===== config.mk =====
export PLATFORM = sky130hd
export DESIGN_NAME = reg_writeback_queue
export DESIGN_NICKNAME = d
export VERILOG_FILES = /design/src/rtl/reg_writeback_queue.sv
export SDC_FILE = /design/constraint.sdc
export NUM_CORES = 1
export LEC_CHECK = 0
export BUFFER_PORTS_ARGS = -buffer_cell sky130_fd_sc_hd__buf_2
export CORE_UTILIZATION = 45
export DETAILED_ROUTE_END_ITERATION = 8
export PLACE_DENSITY = 0.71
export SYNTH_ARGS = -nofsm -noshare
export SYNTH_HDL_FRONTEND = slang
export SYNTH_SLANG_ARGS = --single-unit

===== constraint.sdc =====
create_clock -name clk_i -period 3.9 [get_ports clk_i]
set_clock_uncertainty 0.2 [all_clocks]
set_input_delay 0.78 -clock clk_i [delete_from_list [all_inputs] [get_ports clk_i]]
set_output_delay 0.78 -clock clk_i [all_outputs]
set_load 0.005 [all_outputs]

===== src/rtl/reg_writeback_queue.sv =====
// rtl/reg_writeback_queue.sv - register writeback queue with in-order drain and youngest-entry forwarding
// Circular FIFO of {addr, data} writebacks feeding a single register file write port.

module reg_writeback_queue #(
   parameter int DEPTH = 4
) (
   input  logic                       clk_i,
   input  logic                       rst_ni,
   input  logic                       wb_valid_i,
   input  logic [3:0]                 wb_addr_i,
   input  logic [31:0]                wb_data_i,
   output logic                       wb_ready_o,
   input  logic                       hold_i,
   output logic [3:0]                 c_o,
   output logic [31:0]                pc_o,
   output logic                       enable_o,
   input  logic [3:0]                 a_i,
   input  logic [3:0]                 b_i,
   output logic                       fwd_a_hit_o,
   output logic                       fwd_b_hit_o,
   output logic [31:0]                fwd_a_data_o,
   output logic [31:0]                fwd_b_data_o,
   output logic [$clog2(DEPTH):0]     count_o
);

   localparam int PW = $clog2(DEPTH);
   localparam int CW = PW + 1;

   logic [3:0]    addr_q [DEPTH];
   logic [31:0]   data_q [DEPTH];
   logic [PW-1:0] head_q, head_d;
   logic [PW-1:0] tail_q, tail_d;
   logic [CW-1:0] count_q, count_d;
   logic          not_empty;
   logic          push;
   logic          pop;

   assign not_empty  = (count_q != '0);
   // Readiness depends only on registered occupancy, so a same-cycle pop never frees a full queue.
   assign wb_ready_o = (count_q < CW'(DEPTH));
   assign push       = wb_valid_i & wb_ready_o;
   assign pop        = not_empty & ~hold_i;
   assign enable_o   = pop;
   assign count_o    = count_q;
   assign c_o        = not_empty ? addr_q[head_q] : 4'd0;
   assign pc_o       = not_empty ? data_q[head_q] : 32'd0;

   always_comb begin
      head_d  = pop  ? head_q + PW'(1) : head_q;
      tail_d  = push ? tail_q + PW'(1) : tail_q;
      count_d = count_q;
      case ({push, pop})
         2'b10:   count_d = count_q + CW'(1);
         2'b01:   count_d = count_q - CW'(1);
         default: count_d = count_q;
      endcase
   end

   always_ff @(posedge clk_i or negedge rst_ni) begin
      if (!rst_ni) begin
         head_q  <= '0;
         tail_q  <= '0;
         count_q <= '0;
      end else begin
         head_q  <= head_d;
         tail_q  <= tail_d;
         count_q <= count_d;
      end
   end

   always_ff @(posedge clk_i) begin
      if (push) begin
         addr_q[tail_q] <= wb_addr_i;
         data_q[tail_q] <= wb_data_i;
      end
   end

   // Scan oldest to youngest so the last match wins; the head being popped is still included.
   always_comb begin
      logic [PW-1:0] idx;
      idx          = '0;
      fwd_a_hit_o  = 1'b0;
      fwd_b_hit_o  = 1'b0;
      fwd_a_data_o = 32'd0;
      fwd_b_data_o = 32'd0;
      for (int i = 0; i < DEPTH; i++) begin
         idx = head_q + PW'(i);
         if (CW'(i) < count_q) begin
            if (addr_q[idx] == a_i) begin
               fwd_a_hit_o  = 1'b1;
               fwd_a_data_o = data_q[idx];
            end
            if (addr_q[idx] == b_i) begin
               fwd_b_hit_o  = 1'b1;
               fwd_b_data_o = data_q[idx];
            end
         end
      end
   end

endmodule


# Yosys cells after proc, flatten, opt, wreduce, memory -nomap -nowiden
# Memories as Yosys holds them, arrays and structs flattened.
# Cells that the tools add are included.
# word_totals
ff_bits	7
mem_count	2
ram_bits	144
output_inout_bits	107
# memory_table
memory	depth	width	rd	rd_clocked_by_memory_dff	write_ports	line_no	rtl
data_q	4	32	4	0	1	30	logic [31:0] data_q [DEPTH];
addr_q	4	4	4	0	1	29	logic [3:0] addr_q [DEPTH];
# classes
mux	37
n_lt_le_gt_ge	5
n_addsub	6
bitwise	3
eq_ne	10
n_reduce_logical	2
# op_table
cell	n
$mux 32	17
$eq 4x4->1	8
$mux 1	18
$lt 1x3->1 const A	2
$lt 2x3->1 const A	2
$pmux 3 s2	1
$add 2x1->2 const B	2
$add 2x2->2 const B	2
$mux 4	1
$add 3x1->3 const B	1
$lt 3x3->1 const B	1
$reduce_bool 3->1	1
$sub 3x1->3 const B	1
$and 1x1->1	2
$eq 2x1->1 const B	1
$eq 2x2->1 const B	1
$reduce_bool 2->1	1
$not 1->1	1

# Longest topological paths before layout
# An unclocked memory read counts as a cell.
# depth
word_depth	10
depth_mapped	11
depth_no_buf	8

# Worst setup path before layout
# Ideal clock, no wire load.
# synth_path
path_kind	reg2out
from	register head_q[0]
to	output port fwd_a_data_o[10]
path_stages_with_launch	12
required_ns	2.920
arrival_time_ns	2.377
setup_slack_ns	0.543
cell_sequence	dfrtp_1 buf_2 buf_6 buf_4 mux4_2 xor2_1 nor2_1 nand4_1 clkbuf_1 clkbuf_1 o21ai_0 o22ai_1
# synth_via
elab_chain_cells	10
# synth_rtl
element	line_no	rtl
start, declared	31	logic [PW-1:0] head_q, head_d;
start signal, assigned	61	head_q <= '0;
start signal, assigned	65	head_q <= head_d;
branches (longest 9 deep; another with $mem_v2 4x4)	-	
$mux 32 (*)	88	if (CW'(i) < count_q) begin
end, declared	21	output logic [31:0] fwd_a_data_o,
# Mark *: on every way between the ends.

# Final worst setup path
# layout_path
from	register head_q[0]
to	output port fwd_a_data_o[4]
# The elaborated chain is that of the path after synthesis.

==> flow_metrics.py <==
metrics = {
    "clocking": {
        "clock_latency_ns": 0.43,
        "cts_made_buffers": 17,
        "cts-root-buf": "clkbuf_16",
        "clock_path_buffers": 2,
        "clkSinkCount": 151,
        "cts_tree": "built",
        "clk_pin_slew_ns": 0.06,
        "htreeDepth": 4,
    },
    "place": {
        "dpl_cell_area_um2": 11560,
        "detailed_place_hpwl_mm": 19.44,
        "pre_cts_ws_ns": 0.1637,
        "io_buffer_count": 154,
        "finalWeightedCongestion": 0.8928,
    },
    "timing": {
        "grt_setup_unrepaired": "true",
        "finalHoldViolCount": 0,
        "relSlewSlack_pct": 43.70,
        "tightest_slew_ns": 0.8394,
        "setup-violations-final": 64,
        "setup_tns_ns": -8.903,
        "worst_slack_ns": -0.2214,
        "slew_viol_final": 0,
        "min_period_ns": 4.121,
        "fin_crit_sh_pct": 105.7,
        "max_clock_freq_mhz": 242.6,
    },
    "global_route": {
        "grt_pass1_vias": 8381,
        "track_usage_pct": 26.14,
        "grt_pass1_wl_mm": 47.32,
        "overflow": 0,
        "antenna_found_initial": 2,
        "grt_max_degree": 95,
    },
    "status": {
        "outcome": "finished with violations",
        "violations": "negative setup slack",
    },
    "synth": {
        "synth_top_cell_by_area": "edfxtp_1",
        "synth-edff-count": 144,
        "synth_area_leaders": "edfxtp_1 (42%), mux4_2 (17%), a221oi_1 (5.4%), o21ai_0 (4.8%), mux2i_1 (4.2%)",
        "ys_seq_area_share_pct": 43.49,
        "yosysUniqueCellTypes": 35,
        "syn-cell-area_um2": 10350,
        "yosysMostFrequentCell": "edfxtp_1",
        "avgSynthCellArea_um2": 12.13,
        "synthArstFlopShare_pct": 4.636,
        "ys_seq_elements": 151,
        "syn_inst": 853,
        "synthFlopType": "edfxtp_1",
        "ys_warn_count": 0,
        "synth_top_area_share_pct": 41.79,
        "synth_fp_nets": 910,
        "synthTopCellsByCount": "edfxtp_1 (144), o21ai_0 (99), mux4_2 (77)",
    },
    "die": {
        "die_w_um": 153.6,
        "die-area_um2": 23600,
        "coreArea_um2": 22570,
        "rows": 55,
        "start_util_pct": 45.84,
        "die_y_um": 153.6,
        "io_pins": 155,
    },
    "run": {
        "maxCapViolations": 0,
    },
    "hold_path": {
        "hold_path_depth": 1,
        "hold_class": "in2reg",
    },
    "layout": {
        "fin_area_um2": 13360,
        "finish.net_count": 1061,
        "drive_above_1_share_pct": 45.72,
        "postLayoutCoreUtil_pct": 59.21,
        "area_growth_pct": 29.17,
    },
    "critical_path": {
        "crit_required_ns": 2.92,
        "crit_type": "reg2out",
        "crit_fanout": 15,
        "critPathLaunchType": "flip-flop",
        "end_kind": "primary output",
        "reg2reg_depth": 4,
        "arrival_ns": 3.14,
    },
    "power_and_ir_drop": {
        "vdd_ir_drop_max_uv": 451.2,
        "power.density_nw_per_um2": 857.7,
        "power.leakage_uw": 0.004863,
        "total_power_uw": 11460,
    },
    "route": {
        "ant_nets": 0,
        "initialDrtViolationCount": 831,
        "wl_per_cell_um": 25.48,
        "vias": 8800,
        "wirelength_mm": 33.20,
        "drc": 0,
        "vias_per_cell": 6.754,
        "first_pass_iters": 5,
    },
}
## kinds of logic (layout without fill, tap and decap cells)
kind of cell	after synthesis	after routing	share of synthesized area [%]
compound gates	267	267	17.06
xor+xnor	34	34	2.878
other cells	0	1	0
simple gates	141	141	6.760
flops	151	151	43.49
buf+inv	96	260	3.991
fa+ha+maj	9	9	1.088
mux	155	155	24.73
## layer usage
metal / global-route usage [%] / vias to the layer above / share of wire, % / wire length (µm)
met4: 12.62 / 2 / 4.6 / 1513
met2: 42.62 / 556 / 48 / 16050
met3: 5.073 / 116 / 9.0 / 2992
met1: 33.56 / 4350 / 38 / 12630
li1: - / 3776 / - / -
met5: 0 / - / 0.039 / 13
## worst paths after layout
check	start	endpoint	slack, ns
worst min register to register	count_o[1]	count_o[1]	0.44
min in group asynchronous	rst_ni	tail_q[0]	0.51
max in group asynchronous	rst_ni	head_q[1]	2.81
worst max register to register	count_o[2]	data_q[0][13]	1.52
worst min-delay path	wb_data_i[5]	data_q[1][5]	0.36
worst max-delay path	head_q[0]	fwd_a_data_o[4]	-0.22
## sequential cells by signal, indices dropped and copies added, names as in the netlist
| register | count |
|---|---|
| addr_q | 16 |
| head_q | 2 |
| data_q | 128 |
| count_o | 3 |
| tail_q | 2 |
## power breakdown
part           leakage, µW  switching, µW  internal (µW)  total [µW]
clock             0.000271            680            946        1630
combinational      0.00320           4190           3410        7600
sequential         0.00139            181           2050        2230
total              0.00486           5050           6410       11500
## per-stage QoR
step | std cells | hold slack, ns
after detailed placement | 1238 | 0.4221
after global placement | 1238 | 0.4067
after global routing | 1303 | 0.3536
final | 1303 | 0.3603
after CTS | 1281 | 0.3494
after floorplan | 853 | 0.2844
## worst max-delay path, stage by stage (launching register included)
cell and delay, ns:
dfrtp_4 0.45, buf_4 0.19, mux4_2 0.55, xnor2_1 0.23, nand2_1 0.14, or3_1 0.41
buf_4 0.23, o21ai_0 0.22, o22ai_2 0.13, buf_2 0.16
## area by class of cell
cell class	instances	area, µm²
antenna	1	2.502
timing repair buffer	221	1755
multi-input combinational	606	6136
sequential	151	4507
fill	1744	9208
tap	285	356.6
inverter	7	26.28
clock buffer	18	429.2
clock inverter	14	151.4
## timing repair
action | CTS | global route
buffers inserted | 9 | 16
hold endpoints to repair | 7 | 0
endpoints found under the setup margin | 66 | 66
hold buffers | 1 | 0
gates cloned | 1 | 6
gates resized for setup | 58 | 92
pin swaps | 36 | 40
## cell usage in the layout (no fill, tap or decap), types with 4 or more instances in the layout
cell        count
xor2_2          5
buf_12         19
nand2_1        40
o22ai_1        55
buf_2         154
ha_1            9
mux2_2         35
o22ai_2         9
nor2_1         43
a221oi_4       10
clkinvlp_4      4
dfrtp_1         5
clkbuf_16      22
buf_4          17
mux4_2         77
buf_6          19
a221oi_2       54
a211oi_1       31
xnor2_1        13
mux2i_1        42
o21ai_0        95
edfxtp_1      144
xor2_1         13
inv_1           6
nor2b_1        38
and2_2          4
No activity file was read; power rests on OpenSTA's default activity.
